**src/rtl/caliptra_prim_flop_pipe_pkg.sv**
```systemverilog
// caliptra_prim_flop_pipe_pkg
//   Shared constants and helpers for the elastic pipeline register slice.
//   MaxDepth  : largest supported number of register stages.
//   cnt_width : width of the occupancy counter for a given depth.
package caliptra_prim_flop_pipe_pkg;

  localparam int unsigned MaxDepth = 16;

  // Occupancy ranges over 0..depth inclusive. A zero depth is illegal and is
  // rejected at elaboration; returning 1 keeps port ranges well formed long
  // enough for that error to be reported.
  function automatic int unsigned cnt_width(input int unsigned depth);
    return (depth == 0) ? 1 : $clog2(depth + 1);
  endfunction

endpackage

```
**src/rtl/caliptra_prim_flop_pipe_stage.sv**
```systemverilog
// caliptra_prim_flop_pipe_stage
//   One slot of the elastic pipeline: a valid bit plus a Width-bit data
//   register. The slot loads from its upstream neighbour when advance_i is
//   high; data only captures real beats so bubbles never toggle the data
//   register.
//   Ports:
//     clk_i, rst_ni  : clock, asynchronous active-low reset
//     flush_i        : synchronous flush, clears valid (and data when
//                      ClearOnFlush)
//     advance_i      : slot takes the upstream beat/bubble this cycle
//     in_valid_i     : upstream valid
//     in_data_i      : upstream data
//     valid_o        : slot holds a beat
//     data_o         : slot data
module caliptra_prim_flop_pipe_stage
  import caliptra_prim_flop_pipe_pkg::*;
#(
  parameter int unsigned       Width        = 32,
  parameter logic [Width-1:0]  ResetValue   = '0,
  parameter bit                ClearOnFlush = 1'b0
) (
  input  logic             clk_i,
  input  logic             rst_ni,
  input  logic             flush_i,
  input  logic             advance_i,
  input  logic             in_valid_i,
  input  logic [Width-1:0] in_data_i,
  output logic             valid_o,
  output logic [Width-1:0] data_o
);

  logic             r_valid;
  logic [Width-1:0] r_data;

  always_ff @(posedge clk_i or negedge rst_ni) begin
    if (!rst_ni) begin
      r_valid <= 1'b0;
      r_data  <= ResetValue;
    end else if (flush_i) begin
      r_valid <= 1'b0;
      if (ClearOnFlush) begin
        r_data <= ResetValue;
      end
    end else if (advance_i) begin
      r_valid <= in_valid_i;
      if (in_valid_i) begin
        r_data <= in_data_i;
      end
    end
  end

  assign valid_o = r_valid;
  assign data_o  = r_data;

endmodule

```
**src/rtl/caliptra_prim_flop_pipe.sv**
```systemverilog
// caliptra_prim_flop_pipe
//   Elastic, stallable, flushable pipeline register of Depth stages, each
//   Width bits wide with its own valid bit. Empty slots collapse so a stalled
//   output still accepts beats until every stage is full.
//   Ports:
//     clk_i, rst_ni : clock, asynchronous active-low reset
//     flush_i       : synchronous flush, empties all stages at the next edge
//     valid_i       : upstream beat valid
//     ready_o       : pipeline accepts a beat this cycle
//     data_i        : upstream data
//     valid_o       : output stage holds a beat
//     ready_i       : downstream accepts
//     data_o        : output stage data (not gated by valid)
//     cnt_o         : number of occupied stages
module caliptra_prim_flop_pipe
  import caliptra_prim_flop_pipe_pkg::*;
#(
  parameter int unsigned       Width        = 32,
  parameter int unsigned       Depth        = 2,
  parameter logic [Width-1:0]  ResetValue   = '0,
  parameter bit                ClearOnFlush = 1'b0
) (
  input  logic                         clk_i,
  input  logic                         rst_ni,
  input  logic                         flush_i,
  input  logic                         valid_i,
  output logic                         ready_o,
  input  logic [Width-1:0]             data_i,
  output logic                         valid_o,
  input  logic                         ready_i,
  output logic [Width-1:0]             data_o,
  output logic [cnt_width(Depth)-1:0]  cnt_o
);

  localparam int unsigned CntW = cnt_width(Depth);

  if (Depth < 1 || Depth > MaxDepth) begin : g_depth_check
    $error("caliptra_prim_flop_pipe: Depth must be in 1..16");
  end

  logic [Depth:0]   w_advance;
  logic [Depth-1:0] w_valid;
  logic [Depth-1:0] w_in_valid;
  logic [Width-1:0] w_data    [Depth];
  logic [Width-1:0] w_in_data [Depth];
  logic             w_in_xfer;
  logic             w_out_xfer;
  logic [CntW-1:0]  r_cnt;

  // The downstream ready acts as a virtual slot past the output stage, so
  // the output stage also fills while empty even when ready_i is low. This
  // is what lets beats reach the output stage under back-pressure.
  assign w_advance[Depth] = ready_i;

  for (genvar i = 0; i < Depth; i++) begin : g_stage
    assign w_advance[i] = ~w_valid[i] | w_advance[i+1];

    if (i == 0) begin : g_head
      assign w_in_valid[i] = valid_i;
      assign w_in_data[i]  = data_i;
    end else begin : g_body
      assign w_in_valid[i] = w_valid[i-1];
      assign w_in_data[i]  = w_data[i-1];
    end

    caliptra_prim_flop_pipe_stage #(
      .Width        (Width),
      .ResetValue   (ResetValue),
      .ClearOnFlush (ClearOnFlush)
    ) u_stage (
      .clk_i      (clk_i),
      .rst_ni     (rst_ni),
      .flush_i    (flush_i),
      .advance_i  (w_advance[i]),
      .in_valid_i (w_in_valid[i]),
      .in_data_i  (w_in_data[i]),
      .valid_o    (w_valid[i]),
      .data_o     (w_data[i])
    );
  end

  // Ready is combinational from the output back to the input on purpose.
  assign ready_o = w_advance[0] & ~flush_i;
  assign valid_o = w_valid[Depth-1] & ~flush_i;
  assign data_o  = w_data[Depth-1];

  assign w_in_xfer  = valid_i & ready_o;
  assign w_out_xfer = valid_o & ready_i;

  always_ff @(posedge clk_i or negedge rst_ni) begin
    if (!rst_ni) begin
      r_cnt <= '0;
    end else if (flush_i) begin
      r_cnt <= '0;
    end else if (w_in_xfer && !w_out_xfer) begin
      r_cnt <= r_cnt + CntW'(1);
    end else if (!w_in_xfer && w_out_xfer) begin
      r_cnt <= r_cnt - CntW'(1);
    end
  end

  assign cnt_o = r_cnt;

`ifndef SYNTHESIS
  a_hold_stable : assert property (@(posedge clk_i) disable iff (!rst_ni)
    (valid_o && !ready_i && !flush_i) |=> (w_valid[Depth-1] && $stable(data_o)));

  a_cnt_popcount : assert property (@(posedge clk_i) disable iff (!rst_ni)
    r_cnt == CntW'($countones(w_valid)));

  a_no_x : assert property (@(posedge clk_i) disable iff (!rst_ni)
    !$isunknown({valid_o, ready_o}));
`endif

endmodule

```
**config.mk**
```make
export PLATFORM = sky130hd
export DESIGN_NAME = caliptra_prim_flop_pipe
export DESIGN_NICKNAME = d
export VERILOG_FILES = /design/src/rtl/caliptra_prim_flop_pipe_pkg.sv /design/src/rtl/caliptra_prim_flop_pipe_stage.sv /design/src/rtl/caliptra_prim_flop_pipe.sv
export SDC_FILE = /design/constraint.sdc
export NUM_CORES = 1
export LEC_CHECK = 0
export ABC_CLOCK_PERIOD_IN_PS = 1400
export CORE_AREA = 5 5 88 90
export DETAILED_ROUTE_END_ITERATION = 16
export DIE_AREA = 0 0 93 95
export MAX_ROUTING_LAYER = met4
export PLACE_DENSITY_LB_ADDON = 0.2
export SETUP_SLACK_MARGIN = 0.5
export SYNTH_ARGS = -nofsm -noshare
export SYNTH_HDL_FRONTEND = slang
export SYNTH_HIERARCHICAL = 1
export SYNTH_SLANG_ARGS = --single-unit
```
**constraint.sdc**
```tcl
create_clock -name clk_i -period 1.4 [get_ports clk_i]
set_input_delay 0.28 -clock clk_i [delete_from_list [all_inputs] [get_ports clk_i]]
set_output_delay 0.28 -clock clk_i [all_outputs]
set_load 0.005 [all_outputs]
```
=== After elaboration in Yosys (flattened, before gate mapping) ===
Cells that the tools add are included.

* Flip-flop bits (word level): 68
* Input bits: 37
* Output and inout bits: 36
* Word-level logic and storage cells: 32

* Reduce and logical (&&, ||, !) cells: 9
* Bitwise logic cells: 9
* Mux-type cells: 7
* Add/sub/neg operators: 2

{| class="wikitable"
|+ Operators with widths
! kind !! count
|-
| 2-to-1 mux 2 bit || 3
|-
| AND reduction 3 bit || 2
|-
| AND 1 bit || 4
|-
| 2-to-1 mux 1 bit || 4
|-
| nonzero test 2 bit || 2
|-
| inverter 1 bit || 3
|-
| nonzero test 3 bit || 1
|-
| adder 2 x 1 -> 2 bit, second input constant || 1
|-
| logical AND 1 bit || 2
|-
| zero test 1 bit || 2
|-
| bitwise OR 1 bit || 2
|-
| subtractor 2 x 1 -> 2 bit, second input constant || 1
|}

=== Depth between registers and ports, before layout ===
Gate-level depths: netlist of run 1.

* Depth after elaboration: 10
* Gate-level depth with buffers: 4
* Depth with buffers taken out: 4

=== Cells and area by module ===
The synthesis of run 1 kept the hierarchy.

{| class="wikitable"
|+ By module, submodules not included
! module !! instances !! area each (sq um) !! cells each !! seq. area each (sq um)
|-
| caliptra_prim_flop_pipe_stage || 2 || 1366.3 || 71 || 825.8
|-
| caliptra_prim_flop_pipe || 1 || 185.2 || 18 || 50.0
|}

=== Worst setup path after synthesis of run 1 ===
OpenSTA, ideal clock, no wires.

* Path kind: register to register
* Start point: reg g_stage[0].u_stage.r_valid
* End point: reg r_cnt[1], in the netlist cnt_o[1]
* Data required time: 1276 ps
* Setup time: 124 ps
* Buffers on the path: 0
* Arrival time: 1316 ps
* Slack: -40 ps
* Clock period less this slack: 1440 ps
* Cell stages (with the launch flop): 5
* Cells stage by stage: dfrtp_1 -> or3b_1 -> a32oi_1 -> nor3b_1 -> a211o_1

* Longest elaborated chain between the ends: 7
* Elaborated cells between the ends (all ways): 10
* Those cells by class: mux (2); bitwise (4); reduce/logical (4)

{| class="wikitable"
|+ Ends and longest elaborated chain
! what !! RTL line !! RTL
|-
| from (decl) || caliptra_prim_flop_pipe_stage.sv:32 || <nowiki>logic r_valid;</nowiki>
|-
| from (signal assigned) || caliptra_prim_flop_pipe_stage.sv:45 || <nowiki>r_valid <= in_valid_i;</nowiki>
|-
| inverter 1 bit * || caliptra_prim_flop_pipe.sv:56 || <nowiki>assign w_advance[i] = ~w_valid[i] | w_advance[i+1];</nowiki>
|-
| bitwise OR 1 bit * || caliptra_prim_flop_pipe.sv:56 ||
|-
| AND 1 bit * || caliptra_prim_flop_pipe.sv:83 || <nowiki>assign ready_o = w_advance[0] & ~flush_i;</nowiki>
|-
| AND 1 bit * || caliptra_prim_flop_pipe.sv:87 || <nowiki>assign w_in_xfer = valid_i & ready_o;</nowiki>
|-
| logical AND 1 bit or zero test 1 bit (tied branches) || caliptra_prim_flop_pipe.sv:95, caliptra_prim_flop_pipe.sv:97 ||
|-
| 2-to-1 mux 2 bit or logical AND 1 bit (tied branches) || caliptra_prim_flop_pipe.sv:95, caliptra_prim_flop_pipe.sv:97 ||
|-
| 2-to-1 mux 2 bit or nonzero test 3 bit (tied branches) || -- ||
|-
| to (signal assigned) || caliptra_prim_flop_pipe.sv:96 || <nowiki>r_cnt <= r_cnt + CntW'(1);</nowiki>
|-
| to (signal assigned) || caliptra_prim_flop_pipe.sv:98 || <nowiki>r_cnt <= r_cnt - CntW'(1);</nowiki>
|-
| to (decl) || caliptra_prim_flop_pipe.sv:48 || <nowiki>logic [CntW-1:0] r_cnt;</nowiki>
|}

Every way passes the cells marked *; elsewhere a longest branch is shown, timed or not.
A chain may end at the register's enable or synchronous reset.

=== Worst setup path in the final report of run 1 ===
* Start point: reg g_stage[1].u_stage.r_valid
* End point: reg r_cnt[0], in the netlist cnt_o[0]

* Longest elaborated chain between the ends: 8
* Elaborated cells between the ends (all ways): 14
* Those cells by class: mux (2); bitwise (7); reduce/logical (5)

{| class="wikitable"
|+ Ends and longest elaborated chain
! what !! RTL line
|-
| from (decl) || caliptra_prim_flop_pipe_stage.sv:32
|-
| from (signal assigned) || caliptra_prim_flop_pipe_stage.sv:45
|-
| inverter 1 bit || caliptra_prim_flop_pipe.sv:56
|-
| bitwise OR 1 bit (2 in series) || caliptra_prim_flop_pipe.sv:56
|-
| AND 1 bit || caliptra_prim_flop_pipe.sv:83
|-
| AND 1 bit || caliptra_prim_flop_pipe.sv:87
|-
| logical AND 1 bit or zero test 1 bit (tied branches) || caliptra_prim_flop_pipe.sv:95, caliptra_prim_flop_pipe.sv:97
|-
| 2-to-1 mux 2 bit or logical AND 1 bit (tied branches) || caliptra_prim_flop_pipe.sv:95, caliptra_prim_flop_pipe.sv:97
|-
| 2-to-1 mux 2 bit or nonzero test 3 bit (tied branches) || --
|}

Parallel ways exist; a longest one is shown, timed or not.

==> results of run 1 <==
-- power groups by stage --
stage / Sequential, mW / Clock (mW) / Combinational (mW)
2_1_floorplan: 2.66 / 0 / 0.721
3_3_place_gp: 2.68 / 0 / 1.57
3_5_place_dp: 2.68 / 0 / 1.59
4_1_cts: 2.62 / 2.17 / 1.58
5_1_grt: 2.68 / 2.24 / 1.76
6_report: 2.62 / 2.12 / 1.64
-- worst paths after layout --
check / startpoint / to / slack, ns / cells after the start
max: g_stage[1].u_stage/valid_o / cnt_o[0] / -0.10 / 7
min reg2reg: g_stage[1].u_stage/data_o[3] / g_stage[1].u_stage/data_o[3] / 0.51 / 1
max reg2reg: g_stage[1].u_stage/valid_o / cnt_o[0] / -0.10 / 7
min: rst_ni / g_stage[1].u_stage/data_o[29] / 0.47 / 3
min in group clk_i: g_stage[1].u_stage/data_o[3] / g_stage[1].u_stage/data_o[3] / 0.51 / 1
max in group asynchronous: rst_ni / g_stage[0].u_stage/data_o[28] / 0.59 / 3
-- cells in the mapped netlist (all sizes together) --
cell | instances | area (um2)
nor4b | 1 | 15.0
or3b | 1 | 8.76
mux2i | 2 | 20.0
buf | 6 | 67.6
or2b | 1 | 8.76
nor3 | 1 | 5.00
nand3b | 3 | 47.6
nand2b | 1 | 6.26
a32oi | 1 | 8.76
and2b | 2 | 18.8
a21o | 1 | 7.51
a221oi | 1 | 15.0
dfrtp | 68 | 1700
nor2 | 2 | 7.51
mux2 | 64 | 946
nor3b | 1 | 7.51
o21ai | 1 | 5.00
a211o | 1 | 8.76
nor2b | 2 | 12.5
-- worst max-delay path, delay by kind of cell, from the launching register on --
family	cells	cell delay [ns]
AO/OA/AOI/OAI	2	0.39
AND/OR/NAND/NOR	2	0.19
buffers and inverters	3	0.41
flip-flops	1	0.40
-- cell families after synthesis --
kind of cell	count (synthesis)
muxes	66
buffers and inverters	6
and+or+nand+nor	15
AOI/OAI and AO/OA	5
DFF	68
-- through the flow --
| step | setup TNS [ns] | cell area (um2) | util, % | hold WS (ns) |
|---|---|---|---|---|
| 3_3_place_gp | -25.13 | 3870 | 55.5 | 0.332 |
| 3_5_place_dp | -25.99 | 3870 | 55.5 | 0.330 |
| 2_1_floorplan | 0 | 2940 | - | -0.0156 |
| 4_1_cts | -3.60 | 4260 | 61.1 | 0.499 |
| 6_report | -3.26 | 4310 | 61.7 | 0.467 |
| 5_1_grt | -7.19 | 4310 | 61.7 | 0.518 |
-- per-layer routing --
layer	vias up	GRT usage (%)
met4	0	4.40
met3	7	4.86
met5	-	-
met1	847	17.7
met2	49	21.6
li1	820	-
-- sequential cells by signal, indices dropped and copies added, names as in the netlist --
register	count
g_stage.u_stage/data_o	64
cnt_o	2
g_stage.u_stage/valid_o	2
-- repair_timing --
item | CTS | global route
resized for setup | 158 | 0
endpoints found under the hold margin | 68 | 0
gates cloned | 2 | 0
pin swaps | 5 | 0
setup endpoints to repair | 104 | 104
setup buffers | 22 | 6
hold buffers | 1 | 0
-- final cells by class --
| type | count | area share, % |
|---|---|---|
| Clock buffer | 10 | 2.96 |
| Clock inverter | 6 | 3.17 |
| Multi-Input combinational cell | 86 | 27.6 |
| Sequential cell | 68 | 39.5 |
| Tap cell | 82 | 2.38 |
| Timing Repair Buffer | 121 | 24.4 |
==> results.yml, run 1 <==
drt:
  m1WireLength_um: 2650
  wl_um: 5910
  route.met3.wl_um: 386
  viasPerCell: 4.62
  drc: 0
  wl_per_cell_um: 15.8
  num_vias: 1723
  drt-pass1-iter-count: 2
  wl_met2_um: 2810
  ant_nets: 0
  drt_iter0_drc: 41
  topRoutingLayerUsed: "met4"
worst_setup_path:
  critPathCaptureType: "register"
  slowest_stage: "dfrtp_1"
  worstPathCellList: "buf_6 -> buf_6 -> and2b_4 -> a221oi_4 -> buf_4 -> nor3_2 -> a21o_1"
  worstSetupPathType: "register to register"
  cpMostUsedCell: "buf_6"
  arrival_ns: 1.73
  slowest_delay_ns: 0.40
  startpoint_type: "register"
  worst-path-max-fanout: 3
  cp.required_ns: 1.63
timing:
  fin_crit_sh_pct: 107
  tightest_slew_ns: 0.380
  setup_viol: 68
  slew_viol_final: 0
  finalClockSkew_ns: 0.00741
  rsz0062_at_grt: "yes"
  fin_crit_ns: 1.50
  max_clock_freq_ghz: 0.666
  max_slew_margin_pct: 74.6
  hold_viol_final: 0
  fin_ws_ns: -0.101
yosys:
  synthAdderAreaFrac_pct: 0
  yosysSeqAreaShare_pct: 58.3
  ys_warn_count: 6
  ys_types: 22
  synth_top_family_by_area: "multiplexers"
  syn_area_per_cell_um2: 18.2
  syn-cell-area_mm2: 0.00292
  synth_xor_area_share_pct: 0
  ys_ff_latch: 68
  synth_compound_area_share_pct: 1.54
  synth.area.mux_share_pct: 33.1
  synth_nets: 197
  yosys.area_share.simple_pct: 4.72
  syn_inst: 160
cells_and_area:
  layout_common_cells: "68 x dfrtp_1, 62 x mux2_4, 37 x buf_2, 34 x buf_4, 33 x clkdlybuf4s50_1"
  final_common_cell: "dfrtp_1"
  multi_input_area_mm2: 0.00119
  diodes: 0
  final-seq-area_mm2: 0.00170
  drive_above_1_share_pct: 59.8
  fillerInstances: 560
  final_cells: 373
  area_growth_pct: 47.6
  layout.nets: 323
die:
  initial_core_util_pct: 41.8
  die_area_mm2: 0.00884
  coreArea_mm2: 0.00698
  die_y_um: 95
  die_x_um: 93
  rows: 31
  pin_count: 73
clock_tree:
  clock_tree.root_cell: "clkbuf_8"
  cts_tree: "done"
  htree_levels: 3
  clockBufferDepth: 2
  insertion_delay_ns: 0.33
  cts_buffers: 9
  clk_pin_slew_ns: 0.08
  cts_sinks: 68
grt:
  groute.usage.overall_pct: 14.1
  antenna_found_initial: 0
  grt.overflow.total: 0
  grt_first_pass_wirelength_um: 9090
  grt_pass1_vias: 1785
  grt_max_degree: 69
placed_design:
  dp_cells: 326
  port-buffer-count: 72
  place.detailed.hpwl_um: 3550
  gp_congestion: 0.708
  pre_cts_slack_ns: -0.458
min_path:
  hp-class: "primary input to async pin"
status:
  status: "complete, but fails checks"
  failed_checks: "negative setup slack"
power:
  finalPower_mw: 6.38
  p_sw_mw: 1.46
  p_per_area_mw_per_mm2: 1480
  peakVddDrop_v: 0.00102
  p_leak_nw: 2.20
  swShare_pct: 22.8
  combPwrFrac_pct: 25.7
  p_int_mw: 4.92
  seqPwrFrac_pct: 41.1
  pwr-share-clk_pct: 33.2
job:
  cap_violations: 0
Power figures use the tool's default switching activity.
==> inputs of run 2 (changes only) <==
--- a/config.mk
+++ b/config.mk
@@ -6,6 +6,7 @@
 export NUM_CORES = 1
 export LEC_CHECK = 0
 export ABC_CLOCK_PERIOD_IN_PS = 1400
+export CAP_MARGIN = 5
 export CORE_AREA = 5 5 88 90
 export DETAILED_ROUTE_END_ITERATION = 16
 export DIE_AREA = 0 0 93 95
==> results of run 2 <==
No change in the layout: final DEF, timing and power equal those of run 1.
==> inputs of run 3 (changes only) <==
--- a/config.mk
+++ b/config.mk
@@ -5,11 +5,11 @@
 export SDC_FILE = /design/constraint.sdc
 export NUM_CORES = 1
 export LEC_CHECK = 0
-export ABC_CLOCK_PERIOD_IN_PS = 1400
+export ABC_CLOCK_PERIOD_IN_PS = 1800
 export CAP_MARGIN = 5
-export CORE_AREA = 5 5 88 90
+export CORE_AREA = 2 2 78 80
 export DETAILED_ROUTE_END_ITERATION = 16
-export DIE_AREA = 0 0 93 95
+export DIE_AREA = 0 0 80 82
 export MAX_ROUTING_LAYER = met4
 export PLACE_DENSITY_LB_ADDON = 0.2
 export SETUP_SLACK_MARGIN = 0.5
==> constraint.sdc (replaced) <==
create_clock -name clk_i -period 1.8 [get_ports clk_i]
set_input_delay 0.36 -clock clk_i [delete_from_list [all_inputs] [get_ports clk_i]]
set_output_delay 0.36 -clock clk_i [all_outputs]
set_load 0.005 [all_outputs]
==> run 3 against run 2 <==
Final cell count shrank 4.0%. Setup slack gained 0.35 ns. Fmax shrank 3.2%. First-iteration DRC count grew 71%. Clock power shrank 30%. Combinational power shrank 24%. Critical path depth shrank 1. Final area shrank 2.7%. Non-clock buffer count shrank 7. The run now ends clean. Wire length is essentially flat. Sequential power shrank 22%.
==> results.yml, run 3 (synthesis results as in run 1) <==
status:
  status: "finished, final reports clean"
clock_tree:
  clockBufferDepth: 2
  htree_levels: 3
  cts_buffers: 9
  insertion_delay_ns: 0.35
  cts_tree: "done"
  clk_pin_slew_ns: 0.08
  cts_sinks: 68
  clock_tree.root_cell: "clkbuf_8"
timing:
  max_slew_margin_pct: 76.5
  fin_ws_ns: 0.249
  fin_crit_ns: 1.55
  finalClockSkew_ns: 0.0121
  slew_viol_final: 0
  hold_viol_final: 0
  max_clock_freq_ghz: 0.645
  fin_crit_sh_pct: 86.2
  fin_tns_setup_ns: 0
  tightest_slew_ns: 0.353
  rsz0062_at_grt: "yes"
  setup_viol: 0
die:
  die_area_mm2: 0.00656
  coreArea_mm2: 0.00575
  die_y_um: 82
  die_x_um: 80
  pin_count: 73
  rows: 28
  initial_core_util_pct: 50.8
drt:
  drc: 0
  drt-pass1-iter-count: 4
  viasPerCell: 4.83
  num_vias: 1729
  drt_iter0_drc: 70
  wl_um: 5910
  ant_nets: 0
  wl_per_cell_um: 16.5
placed_design:
  port-buffer-count: 72
  gp_congestion: 0.712
  dpl_cell_area_mm2: 0.00383
  place.detailed.hpwl_um: 3760
  dp_cells: 316
  pre_cts_slack_ns: -0.169
cells_and_area:
  layout_common_cells: "67 x dfrtp_1, 60 x mux2_4, 35 x buf_2, 32 x clkdlybuf4s50_1, 29 x buf_4"
  final_area_mm2: 0.00419
  largest_reg_flops: 64
  layout.nets: 316
  drive_above_1_share_pct: 59.7
  area_growth_pct: 43.7
  final_common_cell: "dfrtp_1"
  diodes: 0
  final_cells: 358
worst_setup_path:
  worst-path-max-fanout: 14
  startpoint_type: "register"
  worstPathCellList: "buf_4 -> nand3b_1 -> buf_4 -> nand3b_4 -> buf_12 -> mux2_4"
  arrival_ns: 1.77
  slowest_stage: "dfrtp_1"
  cpMostUsedCell: "buf_4"
  worstSetupPathType: "register to register"
  critPathCaptureType: "register"
  crit_buf_inv: 3
  crit_family: "buffers and inverters"
  slowest_delay_ns: 0.39
  cp.required_ns: 2.02
grt:
  grt_first_pass_wirelength_um: 9180
  grt_max_degree: 69
  antenna_found_initial: 0
  grt.overflow.total: 0
  grt_pass1_vias: 1800
  groute.usage.overall_pct: 19.8
power:
  p_per_area_mw_per_mm2: 1140
  peakVddDrop_v: 0.000570
  p_leak_nw: 2.14
  finalPower_mw: 4.77
job:
  cap_violations: 0
min_path:
  hp-class: "primary input to async pin"
## run 3: cell types whose count changed in the layout (fill, tap and decap cells not counted), moves of 2 or more
cell      change
buf_12        -2
mux2_4        -2
buf_2         -2
mux2_2        +2
clkbuf_2      +2
buf_4         -5
## run 3: routing by layer
metal / track usage (%) / vias to the layer above / wire length (um)
met5: - / - / 0
met4: 6.61 / 0 / 94
met3: 8.02 / 8 / 328
met2: 29.6 / 47 / 2870
met1: 24.8 / 865 / 2620
li1: - / 809 / -
## run 3: final timing paths
check,start,endpoint,slack (ns),cells after the start
min in group clk_i,flush_i,g_stage[1].u_stage/valid_o,0.47,2
hold / removal,rst_ni,g_stage[1].u_stage/data_o[19],0.02,2
setup reg to reg,g_stage[1].u_stage/valid_o,g_stage[0].u_stage/data_o[20],0.25,6
max in group asynchronous,rst_ni,g_stage[0].u_stage/valid_o,1.47,2
setup / recovery,g_stage[1].u_stage/valid_o,g_stage[0].u_stage/data_o[20],0.25,6
hold reg to reg,g_stage[0].u_stage/data_o[8],g_stage[1].u_stage/data_o[8],0.50,1
## run 3: final cells by class
class,instances,area [um2]
Sequential cell,68,1700
Fill cell,384,1550
Multi-Input combinational cell,86,1190
Timing Repair Buffer,114,970
Clock buffer,9,124
Clock inverter,6,114
Tap cell,75,93.8
## run 3: repair_timing
action	CTS	global route
hold buffers	0	0
gates resized for setup	152	5
pin swaps	4	1
setup endpoints to repair	102	71
setup buffers	23	2
gates cloned	1	1
## run 3: metrics by stage
step | hold slack [ns] | utilization (%)
6_report | 0.0246 | 73.0
5_1_grt | 0.0421 | 73.0
4_1_cts | 0.0274 | 72.1
3_5_place_dp | 0.415 | 66.7
3_3_place_gp | 0.410 | 66.7
2_1_floorplan | 0.0644 | -
## run 3: power by group
| part | internal, mW | switching [mW] |
|---|---|---|
| Combinational | 0.869 | 0.369 |
| Clock | 0.914 | 0.570 |
| Sequential | 1.86 | 0.189 |
